==> src/rtl/intr_dispatch_pkg.sv <==
// intr_dispatch_pkg: shared state encoding, group codes and field widths for the interrupt dispatcher.
package intr_dispatch_pkg;
  typedef enum logic [1:0] {IDLE = 2'd0, REQ = 2'd1, SERVICE = 2'd2} state_e;
  localparam int GRP_W = 2;
  localparam int CHAN_W = 4;
  localparam int VEC_W = GRP_W + CHAN_W;
  localparam int NCHAN = 9;
  localparam int MAX_CHAN = 8;
  localparam logic [GRP_W-1:0] GRP_NONE = 2'b00;
  localparam logic [GRP_W-1:0] GRP_A = 2'b01;
  localparam logic [GRP_W-1:0] GRP_B = 2'b10;
  localparam logic [GRP_W-1:0] GRP_C = 2'b11;
endpackage

==> src/rtl/intr_req_qualifier.sv <==
// intr_req_qualifier: encodes the group flags into a candidate and counts consecutive identical valid samples.
module intr_req_qualifier
  import intr_dispatch_pkg::*;
#(
  parameter int QUAL_CYCLES = 2
) (
  input  logic             clk,
  input  logic             rst_n,
  input  logic             pa,
  input  logic             pb,
  input  logic             pc,
  input  logic [CHAN_W-1:0] chan,
  input  logic             clear,
  output logic [VEC_W-1:0] cand,
  output logic             qualified
);
  logic [GRP_W-1:0] grp;
  logic             valid;
  logic [VEC_W-1:0] prev_q, prev_d;
  logic [2:0]       cnt_q, cnt_d;

  always_comb begin
    grp = pa ? GRP_A : pb ? GRP_B : pc ? GRP_C : GRP_NONE;
    cand = {grp, chan};
    valid = (grp != GRP_NONE) && (chan <= CHAN_W'(MAX_CHAN));
    // qualification is judged on the count this edge will store, so capture coincides with reaching it
    cnt_d = (clear || !valid) ? 3'd0 :
            (cand != prev_q) ? 3'd1 :
            (&cnt_q) ? cnt_q : cnt_q + 3'd1;
    prev_d = clear ? '0 : cand;
    qualified = cnt_d >= 3'(QUAL_CYCLES);
  end

  always_ff @(posedge clk or negedge rst_n) begin
    if (!rst_n) begin
      prev_q <= '0;
      cnt_q <= '0;
    end else begin
      prev_q <= prev_d;
      cnt_q <= cnt_d;
    end
  end
endmodule

==> src/rtl/intr_dispatch.sv <==
// intr_dispatch: captures a qualified interrupt candidate and runs the irq/ack/eoi handshake with the CPU.
// Defining INTR_DISPATCH_STATS_EN adds saturating dispatch and timeout counters.
module intr_dispatch
  import intr_dispatch_pkg::*;
#(
  parameter int ACK_TIMEOUT = 16,
  parameter int QUAL_CYCLES = 2
`ifdef INTR_DISPATCH_STATS_EN
  , parameter int STAT_W = 16
`endif
) (
  input  logic              clk,
  input  logic              rst_n,
  input  logic              pa,
  input  logic              pb,
  input  logic              pc,
  input  logic [CHAN_W-1:0] chan,
  output logic              irq,
  output logic [VEC_W-1:0]  irq_vec,
  input  logic              ack,
  input  logic              eoi,
  output logic [NCHAN-1:0]  svc_mask,
  output logic              busy,
  output logic              err_timeout
`ifdef INTR_DISPATCH_STATS_EN
  , output logic [STAT_W-1:0] dispatch_cnt
  , output logic [STAT_W-1:0] timeout_cnt
`endif
);
  state_e            state_q, state_d;
  logic              irq_q, irq_d;
  logic [VEC_W-1:0]  vec_q, vec_d;
  logic [NCHAN-1:0]  mask_q, mask_d;
  logic              err_q, err_d;
  logic [7:0]        timer_q, timer_d;
  logic [VEC_W-1:0]  cand;
  logic              qualified;
  logic              q_clear;
  logic              tmo;

  intr_req_qualifier #(.QUAL_CYCLES(QUAL_CYCLES)) u_qual (
    .clk       (clk),
    .rst_n     (rst_n),
    .pa        (pa),
    .pb        (pb),
    .pc        (pc),
    .chan      (chan),
    .clear     (q_clear),
    .cand      (cand),
    .qualified (qualified)
  );

  assign tmo = (state_q == REQ) && !ack && (timer_q + 8'd1 == 8'(ACK_TIMEOUT));

  always_comb begin
    state_d = state_q;
    irq_d = irq_q;
    vec_d = vec_q;
    mask_d = mask_q;
    err_d = err_q;
    timer_d = timer_q;
    q_clear = 1'b0;
    case (state_q)
      IDLE: if (qualified) begin
        state_d = REQ;
        irq_d = 1'b1;
        vec_d = cand;
        timer_d = '0;
      end
      REQ: if (ack) begin
        state_d = SERVICE;
        irq_d = 1'b0;
        mask_d = NCHAN'(1) << vec_q[CHAN_W-1:0];
        err_d = 1'b0;
      end else begin
        timer_d = timer_q + 8'd1;
        state_d = tmo ? IDLE : REQ;
        irq_d = !tmo;
        err_d = err_q | tmo;
      end
      SERVICE: if (eoi) begin
        state_d = IDLE;
        mask_d = '0;
        q_clear = 1'b1;
      end
      default: state_d = IDLE;
    endcase
  end

  always_ff @(posedge clk or negedge rst_n) begin
    if (!rst_n) begin
      state_q <= IDLE;
      irq_q <= 1'b0;
      vec_q <= '0;
      mask_q <= '0;
      err_q <= 1'b0;
      timer_q <= '0;
    end else begin
      state_q <= state_d;
      irq_q <= irq_d;
      vec_q <= vec_d;
      mask_q <= mask_d;
      err_q <= err_d;
      timer_q <= timer_d;
    end
  end

  assign irq = irq_q;
  assign irq_vec = vec_q;
  assign svc_mask = mask_q;
  assign busy = state_q != IDLE;
  assign err_timeout = err_q;

`ifdef INTR_DISPATCH_STATS_EN
  logic [STAT_W-1:0] disp_q, disp_d, tcnt_q, tcnt_d;
  always_comb begin
    disp_d = ((state_q == REQ) && ack && !(&disp_q)) ? disp_q + 1'b1 : disp_q;
    tcnt_d = (tmo && !(&tcnt_q)) ? tcnt_q + 1'b1 : tcnt_q;
  end
  always_ff @(posedge clk or negedge rst_n) begin
    if (!rst_n) begin
      disp_q <= '0;
      tcnt_q <= '0;
    end else begin
      disp_q <= disp_d;
      tcnt_q <= tcnt_d;
    end
  end
  assign dispatch_cnt = disp_q;
  assign timeout_cnt = tcnt_q;
`endif
endmodule

==> config.mk <==
export PLATFORM = sky130hd
export DESIGN_NAME = intr_dispatch
export DESIGN_NICKNAME = d
export VERILOG_FILES = /design/src/rtl/intr_dispatch_pkg.sv /design/src/rtl/intr_req_qualifier.sv /design/src/rtl/intr_dispatch.sv
export SDC_FILE = /design/constraint.sdc
export NUM_CORES = 1
export LEC_CHECK = 0
export ABC_AREA = 0
export CORE_MARGIN = 2
export CORE_UTILIZATION = 48
export CTS_CLUSTER_DIAMETER = 120
export CTS_CLUSTER_SIZE = 10
export DETAILED_ROUTE_END_ITERATION = 16
export DONT_BUFFER_PORTS = 1
export PLACE_DENSITY_LB_ADDON = 0.12
export RECOVER_POWER = 50
export SYNTH_ARGS = -nofsm -noshare
export SYNTH_HDL_FRONTEND = slang
export SYNTH_SLANG_ARGS = --single-unit
==> constraint.sdc <==
create_clock -name clk -period 3 [get_ports clk]
set_clock_uncertainty 0.2 [all_clocks]
set_input_delay 0.9 -clock clk [delete_from_list [all_inputs] [get_ports clk]]
set_output_delay 0.9 -clock clk [all_outputs]
set_load 0.005 [all_outputs]
==> flow_metrics.py <==
metrics = {
    "timing": {
        "finalSetupViolCount": 0,
        "timing.fmax_mhz": 416,
        "finalMaxSlewViolations": 0,
        "post-route-period-util_pct": 80.1,
        "hold_viol_final": 0,
        "holdWs_ns": 0.0944,
        "period_needed_ns": 2.40,
        "setup_tns_ns": 0,
        "finalWorstSetupSlack_ns": 0.598,
        "slew_headroom_pct": 46.7,
        "tightestPinTransition_ns": 0.799,
        "rsz0062_at_grt": "false",
    },
    "routing": {
        "num_vias": 1322,
        "drtPass1Iterations": 4,
        "drc_errors": 0,
        "wl_per_cell_um": 16.0,
        "first_iter_violations": 78,
        "vias_per_cell": 5.70,
        "drt_wl_total_um": 3710,
        "drtAntennaViolNets": 0,
    },
    "synth": {
        "async_reset_ff_share_pct": 100,
        "ys_seq_area_share_pct": 50.7,
        "syn_nets": 190,
        "syn_area_mm2": 0.00178,
        "synth_edf_count": 0,
        "synth_area_leaders": "dfrtp_1, nand2_1, xnor2_1, a32o_1, o21ai_0",
        "ys_seq_elements": 36,
        "synth-main-ff-cell": "dfrtp_1",
        "synth_top_area_share_pct": 50.7,
        "ys_warn_count": 0,
        "yosysTopAreaCell": "dfrtp_1",
        "syn_inst": 176,
        "synth_cell_type_count": 43,
        "syn_avg_cell_area_um2": 10.1,
    },
    "clocking": {
        "root_buffer": "clkbuf_8",
        "htree_levels": 2,
        "cts_made_buffers": 5,
        "post_cts_resized": 0,
        "tritoncts": "yes",
        "ctsLongestPathBuffers": 2,
        "clk_latency_ns": 0.29,
        "postCtsSetupBuffers": 0,
        "clock-sinks": 36,
        "holdBufCountCts": 0,
        "clk_pin_slew_ns": 0.08,
    },
    "pwr": {
        "p_per_area_mw_per_mm2": 568,
        "ir_drop_mv": 0.305,
        "totalPowerFinal_mw": 1.11,
        "power.static_leakage_nw": 0.858,
    },
    "layout": {
        "post-route-util_pct": 54.1,
        "final_area_mm2": 0.00195,
        "drive_gt1_share_pct": 11.4,
        "areaGrowthSynthToFinish_pct": 9.79,
        "diodes": 0,
        "fin_nets": 197,
        "layout.cells.non_filler": 232,
    },
    "place": {
        "place_area_mm2": 0.00184,
        "hpwl_um": 2700,
        "port_buffers": 0,
        "dp_cells": 224,
        "gp_congestion": 0.833,
        "post-place-ws_ns": 0.291,
    },
    "floorplanning": {
        "fp.dieW_um": 64.8,
        "start_util_pct": 49.3,
        "dieHeight_um": 64.8,
        "rows": 22,
        "die_area_mm2": 0.00420,
        "ios": 29,
        "coreArea_mm2": 0.00361,
    },
    "grt": {
        "grt_pass1_wl_um": 6060,
        "grt_start_max_net_pins": 37,
        "grt_overflow": 0,
        "grt_pass1_vias": 1314,
        "grt_antenna_before_repair": 0,
        "grtUsageTotal_pct": 19.3,
    },
    "setup_path": {
        "cp-end-kind": "flop",
        "arrival_ns": 2.38,
        "cp-start-kind": "input pin",
        "cp_data_required_time_ns": 2.98,
        "cp_max_fo": 7,
        "startpoint": "chan[1]",
        "crit_type": "input pin to flop",
        "worst_r2r_startpoint": "u_qual.cnt_q[0]$_DFF_PN0_",
    },
    "job": {
        "cap_violations": 0,
    },
    "worst_hold_path": {
        "hold_path.class": "input pin to async pin",
    },
    "run_status": {
        "status": "completed",
    },
}
==> critical path: stages <==
cell	delay (ns)
o31ai_1	0.28
o311ai_1	0.27
a2111oi_4	0.38
buf_4	0.22
mux2_2	0.33
==> cells in the final DEF (no fill, tap or decap), types with 3 or more instances in the layout <==
master,count
dfrtp_1,36
nand2_1,25
nor2_1,12
o21ai_0,10
nor3_1,8
inv_1,8
xnor2_1,6
a21oi_1,6
a31oi_1,5
a32o_1,5
clkbuf_8,5
o31ai_1,4
and2_1,3
nand4_1,3
nand3_1,3
ha_1,3
buf_4,3
==> logic make-up after synthesis <==
logic type | after synthesis | synth area share, %
buffers and inverters | 11 | 2.75
AND/OR/NAND/NOR | 73 | 21.3
adder cells (fa/ha/maj) | 3 | 2.11
multiplexers | 4 | 2.39
flip-flops | 36 | 50.7
XOR/XNOR | 8 | 3.94
AO/OA/AOI/OAI | 41 | 16.8
==> power by group <==
part | switching, mW | internal [mW] | total [mW]
clock | 0.183 | 0.246 | 0.429
combinational | 0.0486 | 0.0471 | 0.0957
sequential | 0.0549 | 0.527 | 0.582
==> registers in the layout, summed over array words and instances, names as in the netlist <==
register and count:
state_q 2, svc_mask 9, irq 1, u_qual.prev_q 6
irq_vec 6, err_timeout 1, timer_q 8, u_qual.cnt_q 3
==> path summary, 6_finish.rpt <==
kind | endpoint | slack, ns | cells past startpoint
min in group clk | svc_mask[7]$_DFFE_PN0P_ | 0.31 | 2
worst max-delay path | irq_vec[2]$_DFFE_PN0P_ | 0.60 | 5
worst min register to register | svc_mask[7]$_DFFE_PN0P_ | 0.31 | 2
max in group asynchronous | irq_vec[5]$_DFFE_PN0P_ | 2.42 | 0
worst min-delay path | svc_mask[7]$_DFFE_PN0P_ | 0.09 | 0
worst max register to register | irq_vec[2]$_DFFE_PN0P_ | 0.74 | 6
==> layout make-up <==
cell class	instances	area, um^2
clock buffers	5	68.8
clock inverters	3	42.5
fillers	337	1660
inverters	8	30.0
multi-input cells	129	826
flip-flops and latches	36	901
well taps	48	60.1
repair buffers	3	22.5
==> cell usage after synthesis, types with 4 or more instances <==
cell type / instances
dfrtp_1: 36
nand2_1: 25
nor2_1: 12
o21ai_0: 10
inv_1: 8
nor3_1: 8
a21oi_1: 6
xnor2_1: 6
a31oi_1: 5
a32o_1: 5
and2_1: 5
o31ai_1: 4
==> metal layers <==
layer	global-route usage, %	vias to the layer above	part of all wire [%]
met5	0	-	0
met1	21.4	647	43
li1	-	644	-
met2	33.0	23	51
met4	9.31	0	2.1
met3	6.77	8	4.0
(Power assumes the default switching activity.)
